`config.mk`:
```
export PLATFORM = sky130hd
export DESIGN_NAME = mem_wb_stage_reg
export DESIGN_NICKNAME = d
export VERILOG_FILES = /design/src/rtl/mem_wb_stage_reg.sv
export SDC_FILE = /design/constraint.sdc
export NUM_CORES = 1
export LEC_CHECK = 0
export CAP_MARGIN = 5
export CORE_UTILIZATION = 43
export DETAILED_ROUTE_END_ITERATION = 8
export GPL_ROUTABILITY_DRIVEN = 1
export PLACE_DENSITY_LB_ADDON = 0.2
export SLEW_MARGIN = 20
export SYNTH_ARGS = -nofsm -noshare
export SYNTH_HDL_FRONTEND = slang
export SYNTH_SLANG_ARGS = --single-unit
export TNS_END_PERCENT = 1
```
`constraint.sdc`:
```
create_clock -name clk -period 4.4 [get_ports clk]
set_input_delay 0.66 -clock clk [delete_from_list [all_inputs] [get_ports clk]]
set_output_delay 0.66 -clock clk [all_outputs]
set_load 0.01 [all_outputs]
```
`src/rtl/mem_wb_stage_reg.sv`:
```
// mem_wb_stage_reg: MEM->WB pipeline stage register with valid/ready
// handshake, stall hold, flush (bubble insertion), optional 2-entry skid
// buffer, and a choice of registered or pass-through memory read data.
//
// Ports
//   clk, rst          clock (rising edge), asynchronous active-high reset
//   flush             synchronous kill of every held entry and of any input
//   in_valid/in_ready MEM-side handshake
//   in_wb_en, in_mem_rd, in_dest, in_alu   entry fields from MEM
//   mem_rdata         data-memory read data
//   out_valid/out_ready WB-side handshake
//   out_wb_en, out_mem_rd, out_dest, out_alu, out_mem_data  head entry
//   out_wb_data       selected writeback value (load data or ALU result)
//   rf_we             qualified register-file write enable
//
// MEM_PASS=1 assumes a synchronous memory whose data shows up one cycle
// after accept, and is only meaningful with SKID_EN=0.
module mem_wb_stage_reg #(
   parameter int DATA_WIDTH = 24,
   parameter int DEST_WIDTH = 4,
   parameter int SKID_EN    = 0,
   parameter int MEM_PASS   = 1
) (
   input  logic                  clk,
   input  logic                  rst,
   input  logic                  flush,
   input  logic                  in_valid,
   output logic                  in_ready,
   input  logic                  in_wb_en,
   input  logic                  in_mem_rd,
   input  logic [DEST_WIDTH-1:0] in_dest,
   input  logic [DATA_WIDTH-1:0] in_alu,
   input  logic [DATA_WIDTH-1:0] mem_rdata,
   output logic                  out_valid,
   input  logic                  out_ready,
   output logic                  out_wb_en,
   output logic                  out_mem_rd,
   output logic [DEST_WIDTH-1:0] out_dest,
   output logic [DATA_WIDTH-1:0] out_alu,
   output logic [DATA_WIDTH-1:0] out_mem_data,
   output logic [DATA_WIDTH-1:0] out_wb_data,
   output logic                  rf_we
);

   typedef struct packed {
      logic                  wb_en;
      logic                  mem_rd;
      logic [DEST_WIDTH-1:0] dest;
      logic [DATA_WIDTH-1:0] alu;
      logic [DATA_WIDTH-1:0] mem;
   } entry_t;

   entry_t                in_ent;
   entry_t                head_q, head_d;
   entry_t                skid_q, skid_d;
   logic                  head_vld_q, head_vld_d;
   logic                  skid_vld_q, skid_vld_d;
   logic                  hold_vld_q, hold_vld_d;
   logic [DATA_WIDTH-1:0] hold_data_q, hold_data_d;
   logic                  accept, emit;

   // In pass-through mode the read data is not known at accept time, so the
   // entry's mem field stays zero and the output comes from mem_rdata/hold.
   assign in_ent = '{wb_en:  in_wb_en,
                     mem_rd: in_mem_rd,
                     dest:   in_dest,
                     alu:    in_alu,
                     mem:    (MEM_PASS != 0) ? '0 : mem_rdata};

   // Skid mode: in_ready depends only on state, breaking the out_ready path.
   assign in_ready  = (SKID_EN != 0) ? !skid_vld_q : (!head_vld_q || out_ready);
   assign out_valid = head_vld_q;

   // Flush overrides both handshakes.
   assign accept = in_valid && in_ready && !flush;
   assign emit   = head_vld_q && out_ready && !flush;

   always_comb begin
      head_d     = head_q;
      skid_d     = skid_q;
      head_vld_d = head_vld_q;
      skid_vld_d = skid_vld_q;
      if (flush) begin
         head_vld_d = 1'b0;
         skid_vld_d = 1'b0;
      end else if (emit && skid_vld_q) begin
         // in_ready is low whenever the skid is full, so no accept here
         head_d     = skid_q;
         skid_vld_d = 1'b0;
      end else if (accept && (!head_vld_q || emit)) begin
         head_d     = in_ent;
         head_vld_d = 1'b1;
      end else if (accept) begin
         // only reachable with SKID_EN=1: head stalled, park in skid
         skid_d     = in_ent;
         skid_vld_d = 1'b1;
      end else if (emit) begin
         head_vld_d = 1'b0;
      end
   end

   // Pass-through capture: freeze mem_rdata at the first stalled edge so the
   // load value survives the memory moving on to its next access.
   always_comb begin
      hold_vld_d  = hold_vld_q;
      hold_data_d = hold_data_q;
      if (MEM_PASS != 0) begin
         if (flush || emit) begin
            hold_vld_d = 1'b0;
         end else if (head_vld_q && !out_ready && !hold_vld_q) begin
            hold_vld_d  = 1'b1;
            hold_data_d = mem_rdata;
         end
      end
   end

   always_ff @(posedge clk or posedge rst) begin
      if (rst) begin
         head_q      <= '0;
         skid_q      <= '0;
         head_vld_q  <= 1'b0;
         skid_vld_q  <= 1'b0;
         hold_vld_q  <= 1'b0;
         hold_data_q <= '0;
      end else begin
         head_q      <= head_d;
         skid_q      <= skid_d;
         head_vld_q  <= head_vld_d;
         skid_vld_q  <= (SKID_EN != 0) && skid_vld_d;
         hold_vld_q  <= hold_vld_d;
         hold_data_q <= hold_data_d;
      end
   end

   assign out_wb_en    = head_q.wb_en;
   assign out_mem_rd   = head_q.mem_rd;
   assign out_dest     = head_q.dest;
   assign out_alu      = head_q.alu;
   assign out_mem_data = (MEM_PASS != 0) ? (hold_vld_q ? hold_data_q : mem_rdata)
                                         : head_q.mem;
   assign out_wb_data  = head_q.mem_rd ? out_mem_data : head_q.alu;

   // Qualified by out_valid so stale head contents can never write the RF.
   assign rf_we = head_vld_q && head_q.wb_en && out_ready && !flush;

endmodule
```
==> metrics.md, run 1 <==
| Metric | Value |
|---|---|
| Chip height | 81.2 um |
| Gr ovfl total | 0 |
| EDFF count, synth | 0 |
| Drt pass-1 iters | 4 |
| CP dominant cell by count | mux2_2 |
| Flip-flop and latch count after synthesis | between 50 and 60 |
| Detailed-route via count | 1,960 |
| CP arrival | 2240 ps |
| CP peak stage delay | 760 ps |
| Clock Skew | 7.49 ps |
| Initial core utilization | 45.0% |
| Minimum clock period | 2900 ps |
| Setup Buffers After CTS | 0 |
| Slew headroom | 56.4% |
| Sw frac | 27.5% |
| Dpl cells | 384 |
| Ys async rst share | 100% |
| Synthesized area | between 2000 and 3000 um2 |
| Flop2flop setup slack | about 2300 ps |
| Drt via density | 4.99 |
| CP Capture Type | primary output |
| NumNets Final | roughly 380 |
| Antenna-violating nets left | 0 |
| Final WL | 6440 um |
| Largest cells by area after synthesis | dfrtp_1 52%, mux2_2 42%, buf_2 0.93% |
| Overall Global Routing Usage | 20.1% |
| Post-synth top area share | 52.0% |
| Synth area leader | dfrtp_1 |
| DIE WIDTH | between 80 and 90 um |
| Setup TNS Final | 0 ps |
| Syn nets | roughly 240 |
| Final period util | between 60% and 70% |
| I/O Buffers | 139 |
| DRT iter0 DRCs | 38 |
| Critical path peak fanout | 26 |
| Post-synth top cells | 100 x mux2_2, 56 x dfrtp_1, 5 x buf_2 |
| Synth Warn # | 0 |
| Worst VDD drop | 0.195 mV |
| Sequential share of power | approximately 44% |
| Clock Power Share | 18.4% |
| Post-Synthesis Cells | 179 |
| Synth Flop Type | dfrtp_1 |
| DR WL/cell | approximately 16 um |
| Power Dens Cells | between 300 and 400 nW/um2 |
| Number of cell rows | 28 |
| CTS tree | yes |
| Switching power total | 0.000438 W |
| Fill cell count | 454 |
| Status | finished, final reports clean |
| Area growth syn-to-layout | 57.1% |
| Layout cells sized above 1 | 36.2% |
| Post-synth cell types | 15 |
| Placer congestion estimate | 0.721 |
| HP Class | flop to flop |
| Crit-path slowest cell | dfrtp_2 |
| Cells along the critical path | mux2_2 > mux2_2 > clkdlybuf4s50_1 |
| CP delay by family, top | flip-flops |
| Post-CTS resize count | 0 |
| Global-route wire length before repair | 9930 um |
| CTS root buf | clkbuf_8 |
| Sequential share of the synthesized area | 52.0% |
| DP HPWL | 4630 um |
| Drt drc | 0 |
| Worst Setup Path Type | flop to primary output |
| Diodes inserted | 0 |
| Worst Path Buf+Inv | 1 |
| Highest clock rate | 345 MHz |
| Fin. Hold Viols | 0 |
| Cell Int Power | ~0.0012 W |
| Max clock buf depth | 2 |
| Final setup vio count | 0 |
| H-tree levels | 2 |
| Logic gate share of total power | 37.5% |
| Final slew viol count | 0 |
| Total CTS buffers | 5 |
| CTS Hold Bufs | 0 |
| Syn avg cell area | ~15 um2 |
| Initial antenna violation count | 0 |
| Fin cells | around 390 |
| Die area | 6590 um2 |
| Crit start category | flop |
| Least-Margin Pin Slew | 653 ps |
| IO Pins | 140 |
| Final Total Pwr | 0.00159 W |
| Max-Cap Viols | 0 |
| Core Area | about 6000 um2 |
| Static leakage | 1.69 nW |
| Clk sinks | 56 |
| Setup repair after global routing missed its margin | no |
| Skew-Pair Late Insertion Delay | between 300 and 400 ps |
| Most common cell in the netlist | mux2_2 |
| Reg clk slew, reported paths | 90 ps |
| WP data required | 3740 ps |
| Vias in the first global route | 1,947 |
| Largest net degree at the start of global routing | 30 |
[area by class of cell]
class | count | area (um2) | area share (%)
Inverter | 2 | 7.51 | 0.177
Tap cell | 75 | 93.8 | 2.22
Multi-Input combinational cell | 110 | 1220 | 28.8
Clock buffer | 8 | 90.1 | 2.13
Sequential cell | 56 | 1400 | 33.1
Timing Repair Buffer | 142 | 1420 | 33.5
[logic make-up (layout without fill, tap and decap cells)]
family / Yosys count / after routing / share of synthesized area [%]
AND/OR/NAND/NOR: 7 / 7 / 2.13
AO/OA/AOI/OAI: 1 / 1 / 0.279
multiplexers: 102 / 102 / 42.6
buffers and inverters: 13 / 152 / 3.02
flip-flops: 56 / 56 / 52.0
[stage by stage]
stage | setup WS (ps) | hold slack (ps) | utilization (%) | cell area, um2
after floorplan | 2350 | 475 | - | 2700
after global placement | 1480 | 483 | 68.9 | 4130
after detailed placement | 1450 | 490 | 68.9 | 4130
after CTS | 1120 | 515 | 70.4 | 4220
after global routing | 1390 | 528 | 70.7 | 4240
final | 1500 | 511 | 70.7 | 4240
[placed cells by master (no fill, tap or decap), drive strengths merged]
cell type and count:
dfrtp 56, nor2 3, and4b 1, inv 2, a211oi 1, buf 3, clkdlybuf4s50 139, clkbuf 8
nor3 1, nor3b 1, mux2 102, and2b 1
[path summary, 6_finish.rpt]
path                            startpoint               to  cells after the start
max                             hold_vld_q   out_wb_data[7]                      3
min                        hold_data_q[22]  hold_data_q[22]                      1
max reg2reg                      out_valid      out_alu[10]                      4
min reg2reg                hold_data_q[22]  hold_data_q[22]                      1
max in group asynchronous              rst       out_mem_rd                      3
min in group asynchronous              rst      out_dest[3]                      2
[power groups by stage]
stage	clock network [W]	logic [W]	registers, W
6_report	0.000292	0.000597	0.000702
5_1_grt	0.000318	0.000636	0.000721
4_1_cts	0.000298	0.000606	0.000703
3_5_place_dp	0	0.000602	0.000713
3_3_place_gp	0	0.000593	0.000707
2_1_floorplan	0	0.000277	0.000699
[state kept, by name (all words and copies together), names as in the netlist]
register,count
out_mem_rd,1
out_dest,4
hold_data_q,24
hold_vld_q,1
out_alu,24
out_wb_en,1
out_valid,1
[routing by layer]
layer	vias up	routed length [um]	GRT usage [%]
met1	954	2710	25.7
met2	72	3210	32.9
met3	8	423	5.84
li1	926	-	-
met4	0	88	5.54
met5	-	0	0
Note: power is estimated with default switching activity, not from simulation.
==> run 2: changes to the inputs <==
Settings changed: CORE_UTILIZATION 43 to 40.
Clock period 4.4 ns to 2.7 ns, I/O delays scaled along.
==> run 2 against run 1 <==
Effect of this change: the flow now finishes with violations (design-rule violations); global-route usage down 0.82 points; setup slack worse by 1200 ps; core utilization down 3.7 points; register-to-register slack worse by 1200 ps; flip-flop and latch count unchanged; routed wire length down 0.36%; critical path type unchanged; critical endpoint is now out_wb_data[11].
==> metrics.md, run 2 (synthesis results as in run 1) <==
| Metric | Value |
|---|---|
| Fill cell count | 508 |
| Met1 WL | 2700 um |
| Antenna-violating nets left | 0 |
| FF-to-FF path depth | 4 |
| Total CTS buffers | 5 |
| Power Dens Cells | between 600 and 700 nW/um2 |
| Worst r2r dst | out_dest[0] |
| Final period util | 89.4% |
| Drt via density | 5.00 |
| HP Class | input pin to asynchronous set/reset pin |
| IO Pins | between 100 and 150 |
| Max-Cap Viols | 0 |
| CP peak stage delay | 480 ps |
| Final Cell Area | 4300 um2 |
| CP dominant cell by count | mux2_2 |
| Clk sinks | 56 |
| Skew-Pair Late Insertion Delay | 300 ps |
| Final slew viol count | 0 |
| Drt drc | 18 |
| Initial core utilization | a little over two fifths |
| NumNets Final | 382 |
| DRT iter0 DRCs | 63 |
| Final WL | between 6000 and 7000 um |
| DR WL/cell | 16.0 um |
| Status | finished, violations left |
| Placed Area | 4200 um2 |
| Clock Skew | 10.8 ps |
| CTS tree | yes |
| Chip height | 84.1 um |
| Placer congestion estimate | 0.745 |
| Global-route wire length before repair | 10,700 um |
| Max clock buf depth | 2 |
| Layout cells sized above 1 | 37.0% |
| Vias in the first global route | 2,133 |
| Final setup vio count | 0 |
| Flop2flop setup slack | about 1100 ps |
| Diodes inserted | 0 |
| Commonest non-fill, non-tap cell in the layout | clkdlybuf4s50_1 |
| Most frequent cells in the layout | 139 x clkdlybuf4s50_1, 100 x mux2_2, 56 x dfrtp_1 |
| Setup repair after global routing missed its margin | no |
| Die area | around 7000 um2 |
| CP Capture Type | primary output |
| Critical path peak fanout | 13 |
| DIE WIDTH | 84.1 um |
| Number of cell rows | 29 |
| Crit start category | flop |
| DP HPWL | about 4900 um |
| Worst Setup Path Type | flop to primary output |
| Detailed-route via count | around 2,000 |
| Cells along the critical path | buf_4 > mux2_2 > mux2_2 > clkdlybuf4s50_1 |
| Fin. Hold Viols | 0 |
| Met2 routed WL | 3310 um |
| Largest net degree at the start of global routing | 28 |
| DR WL met3 | 386 um |
| Static leakage | 1.74 nW |
| Post-CTS resize count | 0 |
| Initial antenna violation count | 0 |
| DR top layer | met4 |
| Least-Margin Pin Slew | 550 ps |
| Critical Path End | out_wb_data[11] |
| Drt pass-1 iters | 6 |
| R2r startpoint | out_valid |
| Setup TNS Final | 0 ps |
| Crit. Startpoint | hold_vld_q |
| Crit-path slowest cell | clkdlybuf4s50_1 |
| Overall Global Routing Usage | 19.3% |
| CP arrival | 2010 ps |
| Minimum clock period | about 2400 ps |
| I/O Buffers | around 140 |
| CTS Hold Bufs | 0 |
| Setup Buffers After CTS | 0 |
| WP data required | 2300 ps |
| Slew headroom | a little over three fifths |
| Reg clk slew, reported paths | approximately 100 ps |
| Gr ovfl total | 0 |
| Core Area | roughly 6400 um2 |
| H-tree levels | 2 |
| CTS root buf | clkbuf_8 |
| Failing checks | design-rule violations |
| Highest clock rate | 414 MHz |
| Worst VDD drop | 0.323 mV |
| Area growth syn-to-layout | 59.6% |
run 2: cell types whose count changed in the layout (fill, tap and decap cells not counted):
cell       previous run  this run
buf_4                 2         8
bufinv_16             0         1
dfrtp_1              54        56
dfrtp_2               2         0
clkbuf_8              6         5
clkinv_2              0         1
buf_12                0         1
clkbuf_1              2         1
buf_8                 1         0
run 2: how the worst min path moves through the flow:
stage	startpoint	to	depth (start not counted)
CTS	rst	hold_data_q[9]	2
global route	rst	hold_data_q[9]	2
finish	rst	hold_data_q[9]	2
floorplan	flush	out_valid	1
global placement	hold_data_q[0]	hold_data_q[0]	1
detailed placement	hold_data_q[22]	hold_data_q[22]	1
run 2: stage by stage:
stage / total power, W / instances / hold WS [ps] / setup WS, ps / utilization, %
2_1_floorplan: 0.00159 / 179 / 471 / 903 / -
3_3_place_gp: 0.00214 / 393 / 484 / 448 / 65.3
3_5_place_dp: 0.00216 / 393 / 490 / 437 / 65.3
4_1_cts: 0.00270 / 401 / 487 / 267 / 67.0
5_1_grt: 0.00281 / 401 / 512 / 184 / 67.0
6_report: 0.00267 / 401 / 461 / 287 / 67.0
run 2: layout make-up:
| class | instances | area, um2 | share of cell area [%] |
|---|---|---|---|
| clock buffers | 6 | 72.6 | 1.69 |
| clock inverters | 2 | 35.0 | 0.814 |
| inverters | 2 | 7.51 | 0.174 |
| multi-input cells | 110 | 1220 | 28.3 |
| flip-flops and latches | 56 | 1400 | 32.6 |
| well taps | 77 | 96.3 | 2.24 |
| repair buffers | 148 | 1470 | 34.2 |
run 2: routing by layer:
layer	global-route usage, %	vias up
met1	23.9	997
met5	0	-
li1	-	933
met4	3.45	0
met2	34.3	75
met3	4.85	2
run 2: critical path: cells and delay by family (launching register included):
family,cells,cell delay (ps)
buffers and inverters,2,710
flip-flops,1,350
multiplexers,2,640
run 2: power breakdown:
group          internal [W]  total [W]  switching (W)
Clock              0.000276   0.000535       0.000259
Sequential          0.00101    0.00111       0.000104
Combinational      0.000675    0.00102       0.000345
Total               0.00196    0.00267       0.000708
==> run 3: changes to the inputs <==
Settings changed: SLEW_MARGIN 20 to not set.
==> results of run 3 <==
No change in the layout: final DEF, timing and power equal those of run 2.
